**src/rtl/multi_stack.sv**
```systemverilog
// Bank of CHANNELS independent LIFO stacks sharing one storage array.
// One push/pop/peek/replace per cycle on channel ch_sel; read data is registered.
module multi_stack #(
  parameter int DATA_W   = 8,
  parameter int DEPTH    = 32,
  parameter int CHANNELS = 4
) (
  input  logic                                           clk,
  input  logic                                           rst,
  input  logic [((CHANNELS > 1) ? $clog2(CHANNELS) : 1)-1:0] ch_sel,
  input  logic                                           push,
  input  logic                                           pop,
  input  logic                                           peek,
  input  logic [DATA_W-1:0]                              data_in,
  input  logic                                           err_clr,
  output logic [DATA_W-1:0]                              data_out,
  output logic                                           data_valid,
  output logic [CHANNELS-1:0]                            full,
  output logic [CHANNELS-1:0]                            empty,
  output logic [$clog2(DEPTH+1)-1:0]                     count,
  output logic                                           err_overflow,
  output logic                                           err_underflow
);

  localparam int SW    = (CHANNELS > 1) ? $clog2(CHANNELS) : 1;
  localparam int CW    = $clog2(DEPTH + 1);
  localparam int IW    = $clog2(DEPTH);
  localparam int WORDS = CHANNELS * DEPTH;
  localparam int AW    = (WORDS > 1) ? $clog2(WORDS) : 1;

  localparam logic [CW-1:0] FULL_CNT = CW'(DEPTH);

  typedef enum logic [2:0] {
    OP_NONE,
    OP_PUSH,
    OP_POP,
    OP_PEEK,
    OP_REPLACE,
    OP_PASS
  } op_e;

  logic [DATA_W-1:0] mem [WORDS];
  logic [CW-1:0]     cnt [CHANNELS];

  logic              ch_ok;
  logic [SW-1:0]     ch_idx;
  logic [CW-1:0]     sel_cnt;
  logic              sel_full;
  logic              sel_empty;
  logic [IW-1:0]     top_idx;
  logic [IW-1:0]     wr_idx;
  logic [AW-1:0]     top_addr;
  logic [AW-1:0]     push_addr;
  logic [AW-1:0]     mem_waddr;
  logic              mem_we;
  op_e               op;
  logic              set_ov;
  logic              set_un;

  // A ch_sel beyond the last channel (non power-of-two CHANNELS) is a no-op.
  assign ch_ok     = (32'(ch_sel) < CHANNELS);
  assign ch_idx    = ch_ok ? ch_sel : '0;
  assign sel_cnt   = cnt[ch_idx];
  assign sel_full  = (sel_cnt == FULL_CNT);
  assign sel_empty = (sel_cnt == '0);
  assign count     = ch_ok ? sel_cnt : '0;

  // Channel c entry i lives at c*DEPTH+i; DEPTH is a power of two, so the
  // address is simply the channel index concatenated with the entry index.
  assign top_idx   = IW'(sel_cnt - CW'(1));
  assign wr_idx    = IW'(sel_cnt);
  assign top_addr  = AW'({ch_idx, top_idx});
  assign push_addr = AW'({ch_idx, wr_idx});

  always_comb begin
    for (int c = 0; c < CHANNELS; c++) begin
      full[c]  = (cnt[c] == FULL_CNT);
      empty[c] = (cnt[c] == '0);
    end
  end

  // NOTE: every output of a combinational block gets a default first, so no
  // path through the if/else tree can leave a value held and infer a latch.
  always_comb begin
    op     = OP_NONE;
    set_ov = 1'b0;
    set_un = 1'b0;
    if (ch_ok) begin
      if (push && pop) begin
        op = sel_empty ? OP_PASS : OP_REPLACE;
      end else if (push) begin
        if (sel_full) set_ov = 1'b1;
        else          op     = OP_PUSH;
      end else if (pop || peek) begin
        if (sel_empty) set_un = 1'b1;
        else           op     = pop ? OP_POP : OP_PEEK;
      end
    end
  end

  assign mem_we    = (op == OP_PUSH) || (op == OP_REPLACE);
  assign mem_waddr = (op == OP_PUSH) ? push_addr : top_addr;

  // NOTE: storage has no reset; validity is tracked entirely by the counts,
  // which keeps the array mappable onto plain RAM.
  always_ff @(posedge clk) begin
    if (mem_we && !rst) mem[mem_waddr] <= data_in;
  end

  // NOTE: sequential state uses non-blocking assignments only, so the read of
  // the old top during a replace sees the pre-write contents.
  always_ff @(posedge clk) begin
    if (rst) begin
      for (int c = 0; c < CHANNELS; c++) cnt[c] <= '0;
      data_out      <= '0;
      data_valid    <= 1'b0;
      err_overflow  <= 1'b0;
      err_underflow <= 1'b0;
    end else begin
      data_valid <= 1'b0;
      case (op)
        OP_PUSH: begin
          cnt[ch_idx] <= sel_cnt + CW'(1);
        end
        OP_POP: begin
          cnt[ch_idx] <= sel_cnt - CW'(1);
          data_out    <= mem[top_addr];
          data_valid  <= 1'b1;
        end
        OP_PEEK, OP_REPLACE: begin
          data_out   <= mem[top_addr];
          data_valid <= 1'b1;
        end
        OP_PASS: begin
          data_out   <= data_in;
          data_valid <= 1'b1;
        end
        default: ;
      endcase
      // A new error event wins over a simultaneous clear.
      err_overflow  <= set_ov | (err_overflow  & ~err_clr);
      err_underflow <= set_un | (err_underflow & ~err_clr);
    end
  end

endmodule
```
**config.mk**
```make
export PLATFORM = sky130hd
export DESIGN_NAME = multi_stack
export DESIGN_NICKNAME = d
export VERILOG_FILES = /design/src/rtl/multi_stack.sv
export SDC_FILE = /design/constraint.sdc
export NUM_CORES = 1
export LEC_CHECK = 0
export CAP_MARGIN = 20
export CORE_ASPECT_RATIO = 1.25
export CORE_MARGIN = 5
export CORE_UTILIZATION = 59
export CTS_BUF_LIST = sky130_fd_sc_hd__clkbuf_4 sky130_fd_sc_hd__clkbuf_8
export DETAILED_ROUTE_END_ITERATION = 16
export PLACE_DENSITY_LB_ADDON = 0.2
export SYNTH_ARGS = -nofsm -noshare
export SYNTH_HDL_FRONTEND = slang
export SYNTH_SLANG_ARGS = --single-unit
```
**constraint.sdc**
```tcl
create_clock -name clk -period 13.5 [get_ports clk]
set_input_delay 2.025 -clock clk [delete_from_list [all_inputs] [get_ports clk]]
set_output_delay 2.025 -clock clk [all_outputs]
set_load 0.005 [all_outputs]
```
; Word-level counts from Yosys, hierarchy flattened
; Memory sizes are Yosys's and may differ from the RTL's.
; Cells that the tools add are included.
[op_classes]
n_addsub = 2
n_eq_ne = 10
n_mux = 31
bitwise_logic = 6
n_reduce_logical = 14
[ops]
columns = cell, n
row1 = $eq 6x6->1 const B, 5
row2 = $logic_not 6->1, 5
row3 = $mux 1, 22
row4 = $pmux 8 s2, 1
row5 = $mux 6, 2
row6 = $add 6x1->6 const B, 1
row7 = $eq 3x2->1 const B, 2
row8 = $eq 3x3->1 const B, 2
row9 = $mux 2, 3
row10 = $mux 3, 2
row11 = $reduce_or 6->1, 1
row12 = $sub 6x1->6 const B, 1
row13 = $mux 5, 1
row14 = $reduce_or 4->1, 1
row15 = $eq 3x1->1 const B, 1
row16 = $or 1x1->1, 3
row17 = $reduce_or 3->1, 1
row18 = $and 1x1->1, 2
row19 = $logic_and 1x1->1, 2
row20 = $logic_or 1x1->1, 2
row21 = $reduce_bool 2->1, 1
row22 = $logic_not 1->1, 1
row23 = $not 1->1, 1
[word_totals]
ff_bits = 11
ramBits = 1048
mem_count = 2
[mem_list]
columns = name, words, word_bits, read_ports, rd_ports_with_merged_regs, wr, line
row1 = mem, 128, 8, 1, 0, 1, 42  ; logic [DATA_W-1:0] mem [WORDS];
row2 = cnt, 4, 6, 5, 0, 4, 43  ; logic [CW-1:0] cnt [CHANNELS];

; Depth between registers and ports, before layout
; Gate-level depths: netlist of run 1.
; An unclocked memory read counts as a cell.
[logic_depth]
ltp_word = 13
mapped_depth = 16
mapped_depth_nobuf = 11

; Worst setup path after synthesis of run 1
; Ideal clock, no wire load.
[synth_timing]
path_kind = input to register
startpoint = input ch_sel[1] in the netlist's numbering
endpoint = memory mem[90][0] (enable)
setup_time_ps = 383
arrival_ps = 5950
setup_slack_ps = 7166
stages = 14
path_buffers = 5
path_cell_list = buf_6 mux2i_2 mux2_4 clkbuf_1 ha_1 inv_1 or4_1 clkbuf_1 and2_1 buf_2 clkbuf_1 o22ai_1 nand3_1 nor3_1
[synth_between]
elab_chain_cells = 11
[synth_rtl]
columns = element, line
row1 = from (decl), 10  ; input logic [((CHANNELS > 1) ? $clog2(CHANNELS) : 1)-1:0] ch_sel,
row2 = $mem_v2 4x6, --
row3 = $logic_not 6->1, 65  ; assign sel_empty = (sel_cnt == '0);
row4 = $mux 2, 95  ; if (sel_empty) set_un = 1'b1;
row5 = $mux 2, 94  ; end else if (pop || peek) begin
row6 = $mux 3, 91  ; end else if (push) begin
row7 = $mux 3, 89  ; if (push && pop) begin
row8 = $eq 3x1->1 / $eq 3x3->1 (equally long branches), "101, 102"
row9 = $logic_or 1x1->1, 101  ; assign mem_we = (op == OP_PUSH) || (op == OP_REPLACE);
row10 = $logic_and 1x1->1, 107  ; if (mem_we && !rst) mem[mem_waddr] <= data_in;
row11 = $mux 1, 107
row12 = $mux 1 (not written as such), 107
row13 = to (decl), 42
; Parallel ways exist; a longest one is shown, timed or not.

; Worst setup path after layout of run 1
[layout_timing]
startpoint = input ch_sel[1] in the netlist's numbering
endpoint = memory mem[3][3] (enable)
; Same word-level chain as after synthesis.

==> impl_metrics.env, run 1 <==
export IMPL_cp_slowest_cell="nand4_1"
export IMPL_path_max_fanout=22
export IMPL_grt_pass1_wl_mm=153
export IMPL_clk_latency_ns=0.82
export IMPL_fin_crit_ns=8.17
export IMPL_die_h_um=310
export IMPL_place_hpwl_mm=64.6
export IMPL_power_leakage_nw=14.8
export IMPL_critPathKind="in -> reg"
export IMPL_clkSinkCount=1059
export IMPL_dieArea_um2=77300
export IMPL_switching_power_mw=1.83
export IMPL_syn_inst=2279
export IMPL_htreeDepth=4
export IMPL_yosys_cell_types_count=73
export IMPL_ios=41
export IMPL_worst_pin_slew_ns=1.16
export IMPL_post_cts_setup_buffers=0
export IMPL_ant_nets=0
export IMPL_end_kind="flop"
export IMPL_maxSlewViolCount=0
export IMPL_hold_viol_final=0
export IMPL_startpoint="ch_sel[1]"
export IMPL_worstPathCellList="clkdlybuf4s50_1, buf_4, mux2i_2, mux2_4, ha_1, inv_1, nor4_2, a21boi_1, nand2b_1, xor2_1, nand4_1, buf_4, nor2_1"
export IMPL_synth_top_area_cell="edfxtp_1"
export IMPL_period_share=0.605
export IMPL_cpPeakStageDelay_ns=1.13
export IMPL_synth_area_um2=42300
export IMPL_start_util=0.597
export IMPL_grt_usage=0.271
export IMPL_r2r_start="cnt[2][0]$_SDFFCE_PN0P_"
export IMPL_fmax_mhz=122
export IMPL_cts_hold_buf=0
export IMPL_via_count=22800
export IMPL_worst_slack_ns=5.33
export IMPL_dr_first_iter_drc_count=2775
export IMPL_synth_ff_type="edfxtp_1"
export IMPL_place_ws_ns=4.70
export IMPL_cp_start_kind="input port"
export IMPL_clk_path_buf_depth=3
export IMPL_tritoncts="yes"
export IMPL_routed_wl_mm=104
export IMPL_synthTopCellsByCount="edfxtp_1 (1048), nand2_1 (244), mux4_2 (242)"
export IMPL_synth_fp_nets=2297
export IMPL_grt_max_degree=135
export IMPL_final_layout_size_suffix_gt1_frac=0.227
export IMPL_cts_made_buffers=153
export IMPL_vias_per_cell=6.59
export IMPL_ys_seq_area_frac=0.748
export IMPL_core_um2=70900
export IMPL_run_status="finished, final reports clean"
export IMPL_finClkSkew_ns=0.0219
export IMPL_hold_class="reg -> reg"
export IMPL_synth_edff_count=1048
export IMPL_swShare=0.258
export IMPL_clkTransAtPathRegs_ns=0.06
export IMPL_power_density_nw_per_um2=152
export IMPL_rows=109
export IMPL_holdWs_ns=0.508
export IMPL_power_internal_mw=5.28
export IMPL_nets=2408
export IMPL_grt_overflow=0
export IMPL_grt_pass1_vias=23000
export IMPL_critPathRequiredTime_ns=13.94
export IMPL_cpMostUsedCell="buf_4"
export IMPL_synth_top_area_share=0.743
export IMPL_dr_pass1_iters=6
export IMPL_die_x_um=250
export IMPL_post_cts_resized=0
export IMPL_setup_viol=0
export IMPL_hp_start="err_underflow$_SDFF_PP0_"
export IMPL_synth_async_reset_ratio=0
export IMPL_crit_arrival_ns=8.61
export IMPL_peakVddDrop_v=0.000103
export IMPL_rsz0062_at_grt="no"
export IMPL_wire_per_inst_um=30.2
export IMPL_yosys_cell_count_top_type="edfxtp_1"
export IMPL_port_buffers=40
export IMPL_place_congestion=0.910
export IMPL_power_mw=7.11
export IMPL_clock_root_buffer="clkbuf_8"
export IMPL_synth_avg_cell_area_um2=18.6
export IMPL_drv_cap=0
export IMPL_yosysWarningCount=0
export IMPL_p_seq_frac=0.513
export IMPL_drc_errors=0
export IMPL_antenna_found_initial=5
export IMPL_power_share_clock=0.353
export IMPL_syn_to_final_growth_pct=10.3
export IMPL_synth_area_top_cells="edfxtp_1 (74%), mux4_2 (13%), nand2_1 (2.2%), nor2_1 (1.6%), mux2i_1 (1.1%)"
export IMPL_n_fill_cell=4680
export IMPL_relSlewSlack=0.208
export IMPL_combinationalPowerShare=0.134
export IMPL_ys_ff_latch=1059
export IMPL_finalSetupTns_ns=0
==> power groups by stage <==
stage / sequential [mW] / clock [mW] / combinational, mW
after floorplan: 3.71 / 0 / 0.594
after global placement: 3.72 / 0 / 0.930
after detailed placement: 3.72 / 0 / 0.941
after CTS: 3.65 / 2.54 / 0.944
after global routing: 3.65 / 2.71 / 0.997
final: 3.65 / 2.51 / 0.951
==> state kept, by name, indices dropped and copies added (netlist names) <==
register       cells
err_overflow       1
err_underflow      1
cnt               24
data_out           8
data_valid         1
mem             1024
==> logic make-up (layout without fill, tap and decap cells) <==
group                      after synthesis  after routing  synth area share
AOI/OAI and AO/OA                      184            184            0.0314
muxes                                  294            294             0.141
and+or+nand+nor                        589            589            0.0605
xor gates and xnor gates                 8              8           0.00165
other                                    0              1                 0
buffers and inverters                  143            378            0.0161
DFF                                   1059           1059             0.748
adders and majority gates                2              2          0.000591
==> metal layers <==
layer	GRT usage	routed length, um	up-vias
met5	0	13	-
met4	0.120	4860	2
met3	0.0558	9800	259
met2	0.448	52200	1384
met1	0.358	37600	11700
li1	-	-	9438
==> critical path, delay by kind of cell <==
kind            cells  cell delay (ns)
buf+inv             4             1.50
compound gates      1             0.30
fa+ha+maj           1             0.37
mux                 2             1.19
simple gates        4             2.40
xor+xnor            1             0.80
==> cell usage in the layout (no fill, tap or decap), drive strengths merged, types with 30 or more instances in the layout <==
cell,Yosys,final
edfxtp,1048,1048
nand2,245,245
mux4,242,242
clkbuf,76,215
nor2,179,179
buf,55,55
mux2i,48,48
clkinv,0,48
nand3,47,47
a21oi,37,37
clkdlybuf4s50,0,32
nor3,30,30
==> worst paths after layout <==
check	endpoint	slack, ns	cells after the start
hold / removal	err_underflow$_SDFF_PP0_	0.51	2
setup reg to reg	mem[3][3]$_DFFE_PP_	6.94	11
hold reg to reg	err_underflow$_SDFF_PP0_	0.51	2
setup / recovery	mem[3][3]$_DFFE_PP_	5.33	13
==> cell type report <==
| class | count | area, um^2 | area share |
|---|---|---|---|
| well taps | 943 | 1180 | 0.0253 |
| multi-input cells | 1077 | 10000 | 0.214 |
| flip-flops and latches | 1059 | 31700 | 0.678 |
| repair buffers | 87 | 751 | 0.0161 |
| clock buffers | 215 | 2600 | 0.0557 |
| clock inverters | 64 | 424 | 0.00908 |
| diodes | 1 | 2.50 | 0.0000536 |
| inverters | 12 | 68.8 | 0.00147 |
==> metrics by stage <==
stage,instance area (um^2),cells,utilization
after floorplan,42300,2279,-
after global placement,43700,3171,0.616
after detailed placement,43700,3178,0.616
after CTS,46700,3457,0.659
after global routing,46700,3458,0.659
final,46700,3458,0.659
(Power assumes the default switching activity.)
==> run 2: changes to the inputs <==
==> constraint.sdc (replaced) <==
create_clock -name clk -period 7.6 [get_ports clk]
set_input_delay 1.14 -clock clk [delete_from_list [all_inputs] [get_ports clk]]
set_output_delay 1.14 -clock clk [all_outputs]
set_load 0.005 [all_outputs]
==> impl_metrics.env, run 2 (synthesis gave the netlist of run 1 again) <==
export IMPL_htreeDepth=4
export IMPL_routed_wl_mm=102
export IMPL_clkTransAtPathRegs_ns=0.06
export IMPL_post_cts_resized=0
export IMPL_power_leakage_nw=14.9
export IMPL_path_buf_inv=3
export IMPL_startpoint="ch_sel[1]"
export IMPL_end_kind="flop"
export IMPL_die_h_um=310
export IMPL_grt_pass1_vias=23200
export IMPL_vias_per_cell=6.49
export IMPL_place_congestion=0.904
export IMPL_critPathKind="in -> reg"
export IMPL_layout_commonest_cell="edfxtp_1"
export IMPL_hold_class="reg -> reg"
export IMPL_dieArea_um2=77300
export IMPL_start_util=0.597
export IMPL_post_cts_setup_buffers=0
export IMPL_final_layout_size_suffix_gt1_frac=0.228
export IMPL_clk_path_buf_depth=3
export IMPL_run_status="finished, final reports clean"
export IMPL_grt_max_degree=96
export IMPL_power_density_nw_per_um2=269
export IMPL_regMostFlops="mem"
export IMPL_dr_pass1_iters=6
export IMPL_worst_pin_slew_ns=1.11
export IMPL_final_util=0.663
export IMPL_cp_depth=13
export IMPL_cp_slowest_cell="o22ai_1"
export IMPL_tritoncts="yes"
export IMPL_clock_root_buffer="clkbuf_8"
export IMPL_wl_met2_mm=50.1
export IMPL_path_max_fanout=10
export IMPL_ios=41
export IMPL_cp_start_kind="input port"
export IMPL_hold_viol_final=0
export IMPL_critPathRequiredTime_ns=8.02
export IMPL_holdPathStages=2
export IMPL_n_fill_cell=4627
export IMPL_port_buffers=40
export IMPL_relSlewSlack=0.253
export IMPL_setup_viol=0
export IMPL_nets=2436
export IMPL_fin_cells=3479
export IMPL_die_x_um=250
export IMPL_power_mw=12.6
export IMPL_ant_nets=0
export IMPL_topRoutingLayerUsed="met5"
export IMPL_finClkSkew_ns=0.0328
export IMPL_hp_start="err_underflow$_SDFF_PP0_"
export IMPL_cts_made_buffers=154
export IMPL_rr_worst_depth=11
export IMPL_dp_cells=3205
export IMPL_drc_errors=0
export IMPL_via_count=22600
export IMPL_cpMostUsedCell="nand2_1"
export IMPL_syn_to_final_growth_pct=11.0
export IMPL_crit_arrival_ns=6.16
export IMPL_rsz0062_at_grt="no"
export IMPL_fmax_mhz=174
export IMPL_r2r_start="cnt[3][1]$_DFFE_PP_"
export IMPL_drv_cap=0
export IMPL_place_hpwl_mm=64.1
export IMPL_wl_met1_mm=37.0
export IMPL_grt_pass1_wl_mm=152
export IMPL_finalSetupTns_ns=0
export IMPL_clkSinkCount=1059
export IMPL_grt_usage=0.267
export IMPL_period_share=0.756
export IMPL_rows=109
export IMPL_route_met3_wl_mm=9.72
export IMPL_peakVddDrop_v=0.000174
export IMPL_final_cell_mix="edfxtp_1 (1048), nand2_1 (244), mux4_2 (242)"
export IMPL_maxSlewViolCount=0
export IMPL_largest_reg_flops=1024
export IMPL_wire_per_inst_um=29.4
export IMPL_cts_hold_buf=0
export IMPL_clk_latency_ns=0.81
export IMPL_antenna_found_initial=3
export IMPL_critPathTopFamily="simple AND/OR/NAND/NOR gates"
export IMPL_core_um2=70900
export IMPL_dr_first_iter_drc_count=2333
export IMPL_top_regs="mem x1024, cnt x24, data_out x8"
export IMPL_fin_crit_ns=5.75
export IMPL_cpPeakStageDelay_ns=0.79
export IMPL_worstPathCellList="clkdlybuf4s50_1, mux2i_2, buf_4, mux2_4, ha_1, inv_1, nor4_2, a21boi_1, and2b_1, nand2_1, o22ai_1, nand2_1, nor2_1"
export IMPL_grt_overflow=0
==> run 2: worst reg2reg max path, stage by stage (launching register included) <==
cell and delay (ns):
edfxtp_1 0.39, mux4_2 0.63, inv_1 0.11, ha_1 0.31
inv_1 0.17, nor4_2 0.38, a21boi_1 0.28, and2b_1 0.29
nand2_1 0.07, o22ai_1 0.79, nand2_1 0.55, nor2_1 0.73
==> run 2: layout make-up <==
cell class	instances	area, um^2	share of cell area
sequential	1059	31700	0.674
multi-input combinational	1077	9990	0.213
clock buffer	206	2550	0.0543
tap	943	1180	0.0251
timing repair buffer	114	1070	0.0227
clock inverter	67	442	0.00940
inverter	12	68.8	0.00146
antenna	1	2.50	0.0000532
==> run 2: per-layer routing <==
| layer | vias up | GRT usage |
|---|---|---|
| met3 | 282 | 0.0655 |
| met5 | - | 0 |
| met4 | 2 | 0.129 |
| li1 | 9487 | - |
| met1 | 11500 | 0.350 |
| met2 | 1340 | 0.431 |
==> run 2: stage by stage <==
step / setup slack [ns] / hold slack, ns / cell area, um^2
final: 1.85 / 0.501 / 47000
after detailed placement: 1.12 / 0.497 / 44000
after floorplan: 2.15 / 0.476 / 42300
after CTS: 2.00 / 0.507 / 47000
after global placement: 1.18 / 0.475 / 43900
after global routing: 1.57 / 0.533 / 47000
==> run 2: path summary, 6_finish.rpt <==
path                                            endpoint  slack [ns]
worst max-delay path                mem[34][4]$_DFFE_PP_        1.85
worst min-delay path            err_underflow$_SDFF_PP0_        0.50
worst max register to register      mem[34][4]$_DFFE_PP_        2.54
worst min register to register  err_underflow$_SDFF_PP0_        0.50
==> run 2: where the power goes <==
part           switching, mW  total (mW)  leakage, nW  internal [mW]
clock                   2.09        4.44         1.57           2.35
combinational           1.09        1.71         3.81          0.625
sequential            0.0278        6.48         9.54           6.45
